--- config.mk ---
export PLATFORM = sky130hd
export DESIGN_NAME = fp_adder_host
export DESIGN_NICKNAME = d
export VERILOG_FILES = /design/src/rtl/fp_adder_pkg.sv /design/src/rtl/fph_piso32.sv /design/src/rtl/fp_adder_host.sv
export SDC_FILE = /design/constraint.sdc
export NUM_CORES = 1
export LEC_CHECK = 0
export CORE_MARGIN = 2
export CORE_UTILIZATION = 50
export CTS_CLUSTER_SIZE = 28
export DETAILED_ROUTE_END_ITERATION = 8
export GPL_ROUTABILITY_DRIVEN = 1
export PLACE_DENSITY = 0.84
export SLEW_MARGIN = 30
export SYNTH_ARGS = -nofsm -noshare
export SYNTH_HDL_FRONTEND = slang
export SYNTH_HIERARCHICAL = 1
export SYNTH_SLANG_ARGS = --single-unit
--- constraint.sdc ---
create_clock -name clk_in -period 3.1 [get_ports clk_in]
set_clock_uncertainty 0.15 [all_clocks]
set_input_delay 0.465 -clock clk_in [delete_from_list [all_inputs] [get_ports clk_in]]
set_output_delay 0.465 -clock clk_in [all_outputs]
set_load 0.005 [all_outputs]
--- src/rtl/fp_adder_pkg.sv ---
// Shared definitions for the FP32 adder host controller.
// Optional feature macro: FPH_TIMEOUT_EN (WAIT_ORDY abort counter).
package fp_adder_pkg;

    localparam int WORD_W = 32;
    localparam int SETUP_W = 8;
    localparam int CNT_W = 5;
    localparam logic [3:0] SETUP_EN_ALL = 4'b1111;
    localparam logic SETUP_CLK_INT = 1'b0;

    typedef enum logic [2:0] {
        IDLE,
        WAIT_IRDY,
        LOAD,
        WAIT_ORDY,
        READ,
        DONE
    } fph_state_e;

    // Setup byte sent to the adder: subtract selects, all stages enabled, internal output clock.
    function automatic logic [SETUP_W-1:0] setup_byte(input logic [2:0] sub_op);
        return {sub_op, SETUP_EN_ALL, SETUP_CLK_INT};
    endfunction

endpackage

--- src/rtl/fph_piso32.sv ---
// 32-bit parallel-load / shift-left register presenting its MSB as a serial stream.
module fph_piso32
    import fp_adder_pkg::*;
(
    input  logic              clk_in,
    input  logic              load_in,
    input  logic              shift_in,
    input  logic [WORD_W-1:0] data_in,
    output logic              msb_out
);

    logic [WORD_W-1:0] sr_q;
    logic [WORD_W-1:0] sr_d;

    // Load has priority; a shift brings the next lower bit up to the MSB.
    always_comb begin
        sr_d = sr_q;
        if (load_in) begin
            sr_d = data_in;
        end else if (shift_in) begin
            sr_d = {sr_q[WORD_W-2:0], 1'b0};
        end
    end

    // Pure data storage; the host gates the stream so no reset is needed here.
    always_ff @(posedge clk_in) begin
        sr_q <= sr_d;
    end

    assign msb_out = sr_q[WORD_W-1];

endmodule

--- src/rtl/fp_adder_host.sv ---
// Host controller for a bit-serial FP32 adder: loads four operands plus a
// setup byte serially, waits for the result and shifts it back in.
// Optional feature macro: FPH_TIMEOUT_EN (abort WAIT_ORDY after TIMEOUT_CYCLES).
module fp_adder_host
    import fp_adder_pkg::*;
#(
    parameter int TIMEOUT_CYCLES = 1024
)
(
    input  logic              clk_in,
    input  logic              rst_in,
    input  logic              start_in,
    input  logic [WORD_W-1:0] op_a_in,
    input  logic [WORD_W-1:0] op_b_in,
    input  logic [WORD_W-1:0] op_c_in,
    input  logic [WORD_W-1:0] op_d_in,
    input  logic [2:0]        sub_op_in,
    output logic              busy_out,
    output logic              done_out,
    output logic [WORD_W-1:0] result_out,
    output logic              timeout_out,
    output logic              serial1_out,
    output logic              serial2_out,
    output logic              serial3_out,
    output logic              serial4_out,
    output logic              setup_serial_out,
    output logic              wr_out,
    input  logic              dev_input_rdy_in,
    input  logic              dev_output_rdy_in,
    output logic              output_read_out,
    input  logic              dev_serial_in
);

    fph_state_e         state_q, state_d;
    logic [CNT_W-1:0]   cnt_q, cnt_d;
    logic [SETUP_W-1:0] setup_q, setup_d;
    logic [WORD_W-1:0]  sr_q, sr_d;
    logic [WORD_W-1:0]  result_q, result_d;
    logic               busy_q, wr_q, rd_q, done_q;
    logic               run_q;
    logic               start_ok;
    logic               msb_a, msb_b, msb_c, msb_d;

`ifdef FPH_TIMEOUT_EN
    localparam int TMO_W = $clog2(TIMEOUT_CYCLES + 1);
    localparam logic [TMO_W-1:0] TMO_LAST = TMO_W'(TIMEOUT_CYCLES - 1);
    logic [TMO_W-1:0] tmo_cnt_q, tmo_cnt_d;
    logic             timeout_q, timeout_d;
`else
    logic unused_timeout_cfg;
    assign unused_timeout_cfg = (TIMEOUT_CYCLES > 0);
`endif

    // run_q releases one edge after reset deassertion, so the first start counts on the second edge.
    assign start_ok = run_q && start_in && (state_q == IDLE);

    fph_piso32 u_piso_a (.clk_in(clk_in), .load_in(start_ok), .shift_in(state_q == LOAD),
                         .data_in(op_a_in), .msb_out(msb_a));
    fph_piso32 u_piso_b (.clk_in(clk_in), .load_in(start_ok), .shift_in(state_q == LOAD),
                         .data_in(op_b_in), .msb_out(msb_b));
    fph_piso32 u_piso_c (.clk_in(clk_in), .load_in(start_ok), .shift_in(state_q == LOAD),
                         .data_in(op_c_in), .msb_out(msb_c));
    fph_piso32 u_piso_d (.clk_in(clk_in), .load_in(start_ok), .shift_in(state_q == LOAD),
                         .data_in(op_d_in), .msb_out(msb_d));

    // Next-state, bit counter, setup latch and result assembly.
    always_comb begin
        state_d  = state_q;
        cnt_d    = cnt_q;
        setup_d  = setup_q;
        sr_d     = sr_q;
        result_d = result_q;
`ifdef FPH_TIMEOUT_EN
        timeout_d = 1'b0;
        tmo_cnt_d = (state_q == WAIT_ORDY) ? tmo_cnt_q + 1'b1 : '0;
`endif
        case (state_q)
            IDLE: begin
                if (start_ok) begin
                    state_d = WAIT_IRDY;
                    setup_d = setup_byte(sub_op_in);
                end
            end
            WAIT_IRDY: begin
                if (dev_input_rdy_in) begin
                    state_d = LOAD;
                    cnt_d   = '1;
                end
            end
            LOAD: begin
                if (cnt_q == '0) begin
                    state_d = WAIT_ORDY;
                end else begin
                    cnt_d = cnt_q - 1'b1;
                end
            end
            WAIT_ORDY: begin
                if (dev_output_rdy_in) begin
                    state_d = READ;
                    cnt_d   = '1;
                end
`ifdef FPH_TIMEOUT_EN
                else if (tmo_cnt_q == TMO_LAST) begin
                    state_d   = IDLE;
                    timeout_d = 1'b1;
                end
`endif
            end
            READ: begin
                sr_d = {sr_q[WORD_W-2:0], dev_serial_in};
                if (cnt_q == '0) begin
                    state_d  = DONE;
                    result_d = {sr_q[WORD_W-2:0], dev_serial_in};
                end else begin
                    cnt_d = cnt_q - 1'b1;
                end
            end
            DONE: begin
                state_d = IDLE;
            end
            default: begin
                state_d = IDLE;
            end
        endcase
    end

    // FSM state, counters and registered control outputs; reset forces everything idle at once.
    always_ff @(posedge clk_in or negedge rst_in) begin
        if (!rst_in) begin
            state_q   <= IDLE;
            cnt_q     <= '0;
            setup_q   <= '0;
            result_q  <= '0;
            busy_q    <= 1'b0;
            wr_q      <= 1'b0;
            rd_q      <= 1'b0;
            done_q    <= 1'b0;
            run_q     <= 1'b0;
`ifdef FPH_TIMEOUT_EN
            tmo_cnt_q <= '0;
            timeout_q <= 1'b0;
`endif
        end else begin
            state_q   <= state_d;
            cnt_q     <= cnt_d;
            setup_q   <= setup_d;
            result_q  <= result_d;
            busy_q    <= (state_d != IDLE);
            wr_q      <= (state_d == LOAD);
            rd_q      <= (state_d == READ);
            done_q    <= (state_d == DONE);
            run_q     <= 1'b1;
`ifdef FPH_TIMEOUT_EN
            tmo_cnt_q <= tmo_cnt_d;
            timeout_q <= timeout_d;
`endif
        end
    end

    // Result shift register is data only and is fully refilled before use.
    always_ff @(posedge clk_in) begin
        sr_q <= sr_d;
    end

    assign busy_out         = busy_q;
    assign done_out         = done_q;
    assign result_out       = result_q;
    assign wr_out           = wr_q;
    assign output_read_out  = rd_q;
    assign serial4_out      = wr_q & msb_a;
    assign serial3_out      = wr_q & msb_b;
    assign serial2_out      = wr_q & msb_c;
    assign serial1_out      = wr_q & msb_d;
    // Bit counter runs 31..0 in LOAD, so the setup byte occupies the last eight slots.
    assign setup_serial_out = wr_q & (cnt_q < CNT_W'(SETUP_W)) & setup_q[cnt_q[2:0]];
`ifdef FPH_TIMEOUT_EN
    assign timeout_out      = timeout_q;
`else
    assign timeout_out      = 1'b0;
`endif

endmodule

==> results.py, run 1 <==
metrics = {
    "clocking": {
        "root_buffer": "clkbuf_16",
        "cts_buffers": 22,
        "cts_buffer_depth": 3,
        "post_cts_resized": 0,
        "numClockSinks": 208,
        "post-cts-setup-buffers": 0,
        "clock_latency_ps": 490,
        "clkTransAtPathRegs_ps": 60,
        "htreeDepth": 1,
        "cts_tree": "done",
    },
    "floorplanning": {
        "core_area_um2": 17900,
        "ioPinCount": 179,
        "die_h_um": 139,
        "start_util_pct": 50.6,
        "num_rows": 49,
        "die_area_um2": 19200,
        "die_x_um": 139,
    },
    "worst_setup_path": {
        "path_class": "reg2out",
        "worst_setup_path_start_kind": "flop",
        "cpPeakStageDelay_ps": 570,
        "path_cells": "nand2_1 > nand3_1 > o2111ai_1 > a21oi_1 > clkdlybuf4s50_1",
        "required_ps": 2480,
        "cp_max_fo": 8,
        "cp_num_buf_inv": 1,
        "crit_family": "buffers and inverters",
        "crit_path_end_kind": "primary output",
        "worstPathArrival_ps": 1990,
        "cp_slowest_cell": "clkdlybuf4s50_1",
    },
    "pwr": {
        "ir_drop_mv": 0.485,
        "power_density_nw_per_um2": 897,
        "p_leak_nw": 4.57,
    },
    "finish": {
        "layout-drive-gt1-share_pct": 32.9,
        "multi_input_area_um2": 2670,
        "fin_nets": 791,
        "final_common_cell": "clkdlybuf4s50_1",
        "mostFrequentLayoutCells": "clkdlybuf4s50_1, edfxtp_1, mux2_4",
        "utilization_pct": 65.2,
        "syn_to_final_growth_pct": 28.7,
        "n_antenna_cell": 0,
        "fillers": 1210,
        "seq_area_um2": 6000,
    },
    "route": {
        "drt_iter0_markers": 266,
        "first_pass_iters": 4,
        "wire_per_inst_um": 18.5,
        "routed_wl_mm": 16.6,
        "vias": 4621,
        "avgViaCountPerCell": 5.15,
        "drc_errors": 0,
        "ant_nets": 0,
    },
    "timing": {
        "max-slew-margin-rel_pct": 61.5,
        "fmax_mhz": 384,
        "final.setup.tns_ps": 0,
        "worstMarginPinSlew_ps": 577,
        "hold_violations": 0,
        "setup_viol": 0,
        "rsz0062_at_grt": "false",
        "min_period_over_period_pct": 84.0,
        "slew_violations": 0,
        "fin_crit_ps": 2600,
    },
    "yosys": {
        "synth_edf_count": 159,
        "yosys_warnings": 6,
        "netlist_instances": 462,
        "seq_area_frac_synth_pct": 66.2,
        "async_reset_ff_share_pct": 23.6,
        "synth_area_um2": 9070,
        "synthDistinctLibCells": 40,
        "syn_avg_cell_area_um2": 19.6,
        "synth_flop_cell": "edfxtp_1",
        "syn_nets": 601,
        "ys_ff_latch": 208,
    },
    "outcome": {
        "status": "finished clean",
    },
    "grt": {
        "antenna_found_initial": 0,
        "grt_max_degree": 45,
        "grt.overflow.total": 0,
        "grt_pass1_vias": 4948,
        "grt_pass1_wl_mm": 26.2,
        "grt_usage_pct": 16.8,
    },
    "run": {
        "drv_cap": 0,
    },
    "min_path": {
        "hold_class": "in2async",
    },
    "place": {
        "dpl.hpwl_mm": 11.6,
        "port_buffers": 177,
        "place_congestion": 0.768,
    },
}
## logic make-up after synthesis
group,share of synthesized area (%)
AOI/OAI and AO/OA,1.23
xor gates and xnor gates,0.0966
adders and majority gates,0.276
buffers and inverters,4.33
DFF,66.2
muxes,24.6
other,0.0828
and+or+nand+nor,3.15
## worst paths after layout
path	cells past startpoint	start	endpoint	slack, ps
worst max register to register	4	state_q[2]$_DFF_PN0_	u_piso_c/sr_q[29]$_DFFE_PP_	640
worst max-delay path	5	cnt_q[2]$_DFFE_PN0P_	setup_serial_out	500
max in group asynchronous	3	rst_in	result_out[8]$_DFFE_PN0P_	2020
worst min-delay path	2	rst_in	result_out[16]$_DFFE_PN0P_	220
min in group clk_in	0	sr_q[1]$_DFFE_PN_	sr_q[2]$_DFFE_PN_	300
worst min register to register	0	sr_q[1]$_DFFE_PN_	sr_q[2]$_DFFE_PN_	300
## area by class of cell
type / count / area share, %
Tap cell: 229 / 2.45
Sequential cell: 208 / 51.4
Clock buffer: 34 / 5.81
Clock inverter: 6 / 0.482
Inverter: 4 / 0.172
Multi-Input combinational cell: 224 / 22.9
Timing Repair Buffer: 192 / 16.8
## routing by layer
metal / global-route usage [%] / share of wire, % / up-vias
met4: 4.25 / 2.1 / 0
met1: 21.5 / 41 / 2316
met3: 4.73 / 7.1 / 26
li1: - / - / 2134
met2: 28.7 / 49 / 145
met5: 0 / 0 / -
## flip-flops by register name, indices dropped and copies added, names as in the netlist
| name | flops |
|---|---|
| sr_q | 31 |
| cnt_q | 5 |
| u_piso_d/sr_q | 32 |
| setup_q | 4 |
| u_piso_b/sr_q | 32 |
| u_piso_a/sr_q | 32 |
| result_out | 32 |
| run_q | 1 |
| wr_out | 1 |
| busy_out | 1 |
| u_piso_c/sr_q | 32 |
| state_q | 3 |
| done_out | 1 |
| output_read_out | 1 |
## power breakdown
| group | switching, W | internal, W | total [W] |
|---|---|---|---|
| clock | 0.00103 | 0.00159 | 0.00262 |
| sequential | 0.000443 | 0.00456 | 0.00500 |
| combinational | 0.00112 | 0.00173 | 0.00285 |
## worst reg2reg max path, delay by kind of cell, from the launching register on
family | cells | cell delay, ps
buffers and inverters | 2 | 500
flip-flops | 1 | 480
multiplexers | 1 | 410
AND/OR/NAND/NOR | 1 | 660
## through the flow
stage | setup slack (ps) | power, W | std cells | hold slack, ps | cell area (um2)
3_5_place_dp | 308 | 0.00790 | 856 | 187 | 10900
5_1_grt | 405 | 0.0110 | 897 | 236 | 11700
2_1_floorplan | 512 | 0.00713 | 462 | 19.4 | 9070
6_report | 497 | 0.0105 | 897 | 222 | 11700
3_3_place_gp | 350 | 0.00771 | 856 | 181 | 10900
4_1_cts | 467 | 0.0106 | 897 | 202 | 11700
## cells in the mapped netlist, types with 3 or more instances
master | instances | area (um2)
mux2_4 | 113 | 1700
a21oi_1 | 3 | 15.0
mux2_2 | 46 | 518
a211oi_1 | 3 | 22.5
nand2_1 | 4 | 15.0
edfxtp_1 | 159 | 4770
buf_12 | 12 | 240
nor2_1 | 4 | 15.0
nor3_1 | 5 | 25.0
a31oi_1 | 3 | 18.8
nor2b_1 | 5 | 31.3
or2_2 | 4 | 25.0
dfrtp_1 | 49 | 1230
buf_6 | 10 | 113
and2_1 | 8 | 50.1
inv_1 | 4 | 15.0
## repair_timing
item / 4_1_cts / 5_1_grt
setup endpoints to repair: 0 / 0
endpoints found under the hold margin: 8 / 0
hold buffers: 1 / 0
(Power assumes the default switching activity.)
==> run 2, diff against run 1 <==
==> constraint.sdc (replaced) <==
create_clock -name clk_in -period 2.66 [get_ports clk_in]
set_clock_uncertainty 0.15 [all_clocks]
set_input_delay 0.399 -clock clk_in [delete_from_list [all_inputs] [get_ports clk_in]]
set_output_delay 0.399 -clock clk_in [all_outputs]
set_load 0.005 [all_outputs]
==> run 2 against run 1 <==
Against the previous run: flip-flop and latch count unchanged; core utilization is 0.69 points higher; clock power rose by 18%; via count grew 2.0%; global-route usage is 0.85 points higher; worst setup slack got worse by 340 ps; worst hold slack improved by 71 ps; critical path depth did not move; sequential share of layout area is 0.53 points lower; design area up 1.1%; register-to-register slack got worse by 330 ps; largest cell class unchanged.
==> results.py, run 2 (same netlist as run 1, synthesis figures left out) <==
metrics = {
    "place": {
        "dpl.hpwl_mm": 11.9,
        "pre_cts_slack_ps": 36.3,
        "port_buffers": 177,
        "place_congestion": 0.789,
    },
    "worst_setup_path": {
        "required_ps": 2110,
        "r2r-start": "state_q[2]$_DFF_PN0_",
        "rrSetupSlack_ps": 310,
        "cp_slowest_cell": "clkdlybuf4s50_1",
        "path_cells": "nand2_1 > nand3_1 > o2111ai_1 > a21oi_1 > clkdlybuf4s50_1",
        "rr_worst_depth": 4,
        "cpPeakStageDelay_ps": 570,
        "crit_path_end_kind": "primary output",
        "rr_endpoint": "u_piso_a/sr_q[28]$_DFFE_PP_",
        "worst_setup_path_start_kind": "flop",
        "path_class": "reg2out",
        "cp_max_fo": 8,
        "worstPathArrival_ps": 1960,
    },
    "route": {
        "first_pass_iters": 4,
        "wire_per_inst_um": 18.9,
        "ant_nets": 0,
        "drc_errors": 0,
        "avgViaCountPerCell": 5.20,
        "vias": 4712,
        "routed_wl_mm": 17.2,
        "drt_iter0_markers": 218,
    },
    "finish": {
        "syn_to_final_growth_pct": 30.1,
        "mostFrequentLayoutCells": "clkdlybuf4s50_1, edfxtp_1, mux2_4",
        "seq_area_um2": 6000,
        "multi_input_area_um2": 2670,
        "n_antenna_cell": 0,
        "layout-drive-gt1-share_pct": 33.8,
        "fillers": 1213,
        "final_common_cell": "clkdlybuf4s50_1",
        "fin_nets": 801,
    },
    "timing": {
        "setup_ws_ps": 155,
        "fmax_mhz": 399,
        "max-slew-margin-rel_pct": 51.8,
        "worstMarginPinSlew_ps": 723,
        "setup_viol": 0,
        "final.setup.tns_ps": 0,
        "slew_violations": 0,
        "fin_crit_ps": 2500,
        "min_period_over_period_pct": 94.2,
        "hold_violations": 0,
        "rsz0062_at_grt": "false",
    },
    "pwr": {
        "power_density_nw_per_um2": 1050,
        "p_leak_nw": 4.62,
        "ir_drop_mv": 0.617,
    },
    "grt": {
        "grt_pass1_wl_mm": 27.5,
        "antenna_found_initial": 0,
        "grt_usage_pct": 17.7,
        "grt_max_degree": 34,
        "grt.overflow.total": 0,
        "grt_pass1_vias": 5117,
    },
    "clocking": {
        "post-cts-setup-buffers": 0,
        "clkTransAtPathRegs_ps": 60,
        "cts_tree": "done",
        "cts_buffer_depth": 3,
        "clock_latency_ps": 490,
        "htreeDepth": 1,
        "root_buffer": "clkbuf_16",
        "cts_buffers": 23,
        "numClockSinks": 208,
    },
    "floorplanning": {
        "core_area_um2": 17900,
        "die_x_um": 139,
        "num_rows": 49,
        "die_area_um2": 19200,
        "ioPinCount": 179,
        "die_h_um": 139,
        "start_util_pct": 50.6,
    },
    "min_path": {
        "hold_path_end": "sr_q[4]$_DFFE_PN_",
        "hold_start": "sr_q[3]$_DFFE_PN_",
        "hold_depth": 0,
        "hold_class": "reg2reg",
    },
    "outcome": {
        "status": "finished clean",
    },
    "run": {
        "drv_cap": 0,
    },
}
## run 2: timing repair
| action | in CTS | in global routing |
|---|---|---|
| hold endpoints to repair | 29 | 0 |
| resized for setup | 0 | 1 |
| endpoints found under the setup margin | 0 | 1 |
| hold buffers | 1 | 0 |
## run 2: layer usage
metal | GRT usage, % | vias up | part of all wire [%] | wire length, um
met5 | 0 | - | 0 | 0
met3 | 4.66 | 31 | 6.7 | 1150
met2 | 30.4 | 144 | 50 | 8570
met1 | 22.4 | 2379 | 41 | 7080
met4 | 4.84 | 0 | 2.1 | 363
li1 | - | 2158 | - | -
## run 2: how the worst max path moves through the flow
stage | startpoint | end | slack [ps] | cells after the start
2_1_floorplan | state_q[0]$_DFF_PN0_ | u_piso_a/sr_q[0]$_SDFFCE_PN0P_ | 70 | 7
3_3_place_gp | start_in | u_piso_a/sr_q[29]$_DFFE_PP_ | 80 | 6
3_5_place_dp | start_in | u_piso_a/sr_q[28]$_DFFE_PP_ | 40 | 6
4_1_cts | cnt_q[2]$_DFFE_PN0P_ | setup_serial_out | 60 | 5
5_1_grt | cnt_q[0]$_DFFE_PN0P_ | setup_serial_out | 60 | 5
6_report | cnt_q[2]$_DFFE_PN0P_ | setup_serial_out | 160 | 5
## run 2: cell type report
cell class	count	share of cell area, %
clock inverters	5	0.488
well taps	229	2.43
inverters	4	0.170
clock buffers	35	5.78
repair buffers	201	17.6
flip-flops and latches	208	50.9
multi-input cells	224	22.7
## run 2: per-stage QoR
| stage | hold WS, ps | cells | area [um2] | utilization, % | total power (W) |
|---|---|---|---|---|---|
| 2_1_floorplan | -46.6 | 462 | 9070 | - | 0.00831 |
| 3_3_place_gp | 276 | 865 | 11000 | 61.7 | 0.00911 |
| 3_5_place_dp | 285 | 865 | 11000 | 61.7 | 0.00934 |
| 4_1_cts | 292 | 906 | 11800 | 65.9 | 0.0125 |
| 5_1_grt | 309 | 906 | 11800 | 65.9 | 0.0130 |
| 6_report | 294 | 906 | 11800 | 65.9 | 0.0124 |
## run 2: power by group
group / internal (W) / switching, W / leakage (nW)
logic: 0.00212 / 0.00138 / 2.12
registers: 0.00532 / 0.000501 / 2.14
clock network: 0.00187 / 0.00121 / 0.365
total: 0.00930 / 0.00309 / 4.62
## run 2: critical path: cells and delay by family, from the launching register on
kind / cells / cell delay (ps)
flops: 1 / 470
simple gates: 2 / 160
buf+inv: 1 / 570
compound gates: 2 / 270
==> run 3, diff against run 2 <==
--- a/config.mk
+++ b/config.mk
@@ -7,12 +7,11 @@
 export LEC_CHECK = 0
 export CORE_MARGIN = 2
 export CORE_UTILIZATION = 50
-export CTS_CLUSTER_SIZE = 28
+export CTS_CLUSTER_SIZE = 24
 export DETAILED_ROUTE_END_ITERATION = 8
 export GPL_ROUTABILITY_DRIVEN = 1
 export PLACE_DENSITY = 0.84
 export SLEW_MARGIN = 30
 export SYNTH_ARGS = -nofsm -noshare
 export SYNTH_HDL_FRONTEND = slang
-export SYNTH_HIERARCHICAL = 1
 export SYNTH_SLANG_ARGS = --single-unit
==> run 3 against run 2 <==
Against the previous run: critical path depth down 1; synthesized area shrank 2.3%; worst hold slack is essentially flat; design area down 2.6%; routed wire length down 0.14%; non-clock buffer count down 11; power up 3.5%; worst setup slack better by 130 ps; maximum frequency up 5.3%; via count down 0.21%; combinational power grew 11%; highest routed layer unchanged.
==> results.py, run 3 <==
metrics = {
    "grt": {
        "antenna_found_initial": 1,
        "grt.overflow.total": 0,
        "grt_usage_pct": 18.1,
        "grt_max_degree": 51,
        "grt_pass1_wl_mm": 26.3,
        "grt_pass1_vias": 5061,
    },
    "timing": {
        "hold_ws_ps": 293,
        "hold_violations": 0,
        "max-slew-margin-rel_pct": 56.9,
        "setup_viol": 0,
        "worstMarginPinSlew_ps": 646,
        "min_period_over_period_pct": 89.4,
        "slew_violations": 0,
        "fin_crit_ps": 2380,
        "rsz0062_at_grt": "false",
        "final.setup.tns_ps": 0,
        "fmax_mhz": 421,
    },
    "clocking": {
        "cts_buffer_depth": 3,
        "root_buffer": "clkbuf_16",
        "numClockSinks": 208,
        "clkTransAtPathRegs_ps": 60,
        "cts_tree": "done",
        "htreeDepth": 1,
        "post-cts-setup-buffers": 0,
        "cts_buffers": 22,
        "clock_latency_ps": 500,
    },
    "finish": {
        "layout-drive-gt1-share_pct": 30.7,
        "mostFrequentLayoutCells": "clkdlybuf4s50_1, edfxtp_1, mux2_4",
        "syn_to_final_growth_pct": 29.7,
        "final_common_cell": "clkdlybuf4s50_1",
        "final_area_um2": 11500,
        "fin_nets": 789,
    },
    "route": {
        "first_pass_iters": 4,
        "vias": 4702,
        "ant_nets": 0,
        "wire_per_inst_um": 19.2,
        "drt_iter0_markers": 284,
        "drc_errors": 0,
        "routed_wl_mm": 17.1,
        "avgViaCountPerCell": 5.28,
    },
    "worst_setup_path": {
        "path_cells": "mux2i_1 > and3_1 > a211oi_1 > dlygate4sd2_1",
        "path_class": "reg2out",
        "worst_setup_path_start_kind": "flop",
        "cp_max_fo": 7,
        "crit_path_end_kind": "primary output",
        "worstPathArrival_ps": 1830,
        "cpPeakStageDelay_ps": 450,
        "required_ps": 2110,
        "cp_slowest_cell": "dfrtp_1",
    },
    "place": {
        "place_congestion": 0.788,
        "placed_cell_area_um2": 10800,
        "port_buffers": 177,
        "dpl.hpwl_mm": 11.5,
    },
    "pwr": {
        "p_sw_w": 0.00330,
        "pwr-share-seq_pct": 47.7,
        "pwr-share-clk_pct": 21.9,
        "p_leak_nw": 4.36,
        "p_comb_share_pct": 30.4,
        "intPower_w": 0.00953,
        "power_density_nw_per_um2": 1120,
        "ir_drop_mv": 0.646,
        "p_sw_share_pct": 25.7,
    },
    "yosys": {
        "synth_flop_cell": "edfxtp_1",
        "yosysMostFrequentCell": "edfxtp_1",
        "seq_area_frac_synth_pct": 67.7,
        "netlist_instances": 460,
        "synthDistinctLibCells": 44,
        "synth_area_um2": 8860,
        "synth_top_area_share_pct": 53.9,
        "synth_edf_count": 159,
        "synthTopCellsByCount": "edfxtp_1, mux2_4, mux2_2",
        "syn_avg_cell_area_um2": 19.3,
        "yosys_warnings": 0,
        "synth_largest_area_cell": "edfxtp_1",
        "async_reset_ff_share_pct": 23.6,
        "ys_top_cells_by_area": "edfxtp_1, dfrtp_1, mux2_4",
        "ys_ff_latch": 208,
        "syn_nets": 599,
    },
    "floorplanning": {
        "num_rows": 48,
        "core_area_um2": 17300,
        "die_h_um": 137,
        "start_util_pct": 51.2,
        "die_x_um": 137,
        "die_area_um2": 18800,
        "ioPinCount": 179,
    },
    "outcome": {
        "status": "finished clean",
    },
    "min_path": {
        "hold_class": "reg2reg",
    },
    "run": {
        "drv_cap": 0,
    },
}
## run 3: cell count changes after synthesis, moves of 4 or more
cell	previous run	this run
mux2_1	0	6
o21ai_0	0	4
buf_6	10	1
buf_4	2	6
nor2b_1	5	1
buf_2	2	6
mux2_2	46	74
mux2_4	113	80
and3_1	0	5
## run 3: path summary, 6_finish.rpt
check / slack, ps / start / end / cells past startpoint
worst max-delay path: 280 / cnt_q[0]$_DFFE_PN0P_ / setup_serial_out / 4
worst min-delay path: 290 / sr_q[21]$_DFFE_PN_ / sr_q[22]$_DFFE_PN_ / 0
min in group asynchronous: 420 / rst_in / result_out[30]$_DFFE_PN0P_ / 3
worst max register to register: 410 / state_q[0]$_DFF_PN0_ / u_piso_d.sr_q[30]$_DFFE_PP_ / 4
max in group asynchronous: 1480 / rst_in / setup_q[5]$_DFFE_PN0P_ / 3
worst min register to register: 290 / sr_q[21]$_DFFE_PN_ / sr_q[22]$_DFFE_PN_ / 0
## run 3: per-stage QoR
step	utilization [%]	instances	total power, W	worst slack (ps)
after CTS	66.4	890	0.0129	251
after global routing	66.4	891	0.0135	197
final	66.4	891	0.0128	282
after detailed placement	62.6	850	0.0101	236
after floorplan	-	460	0.00867	-245
after global placement	62.6	850	0.00983	274
## run 3: cell type report
type / count / area (um2)
fill: 1176 / 5800
sequential: 208 / 6000
antenna: 1 / 2.50
inverter: 7 / 26.3
tap: 225 / 282
clock buffer: 33 / 633
multi-input combinational: 221 / 2570
timing repair buffer: 190 / 1950
clock inverter: 6 / 28.8
## run 3: worst max-delay path, delay by kind of cell, from the launching register on
kind / cells / cell delay [ps]
compound gates: 1 / 230
buf+inv: 1 / 300
flops: 1 / 450
mux: 1 / 160
simple gates: 1 / 200
## run 3: power groups by stage
stage | clock network (W) | logic [W] | registers (W)
global route | 0.00300 | 0.00418 | 0.00628
finish | 0.00281 | 0.00390 | 0.00612
floorplan | 0 | 0.00272 | 0.00595
global placement | 0 | 0.00372 | 0.00610
detailed placement | 0 | 0.00391 | 0.00616
CTS | 0.00288 | 0.00393 | 0.00613
## run 3: cells by family after synthesis
family          Yosys count  share of synthesized area, %
fa+ha+maj                 2                         0.282
simple gates             32                          2.56
xor+xnor                  2                         0.198
mux                     165                          24.3
other cells               2                        0.0848
flops                   208                          67.7
compound gates           18                          1.33
buf+inv                  31                          3.52
## run 3: layer usage
layer  track usage [%]  part of all wire, %
met1              22.3                   39
met2              31.8                   52
met3              3.67                  5.6
met4              6.19                  3.2
met5                 0                    0
## run 3: timing repair
action                                  CTS  global route
gates resized for setup                   1             0
endpoints found under the setup margin    1             0
hold endpoints to repair                 49             0
hold buffers                              1             0
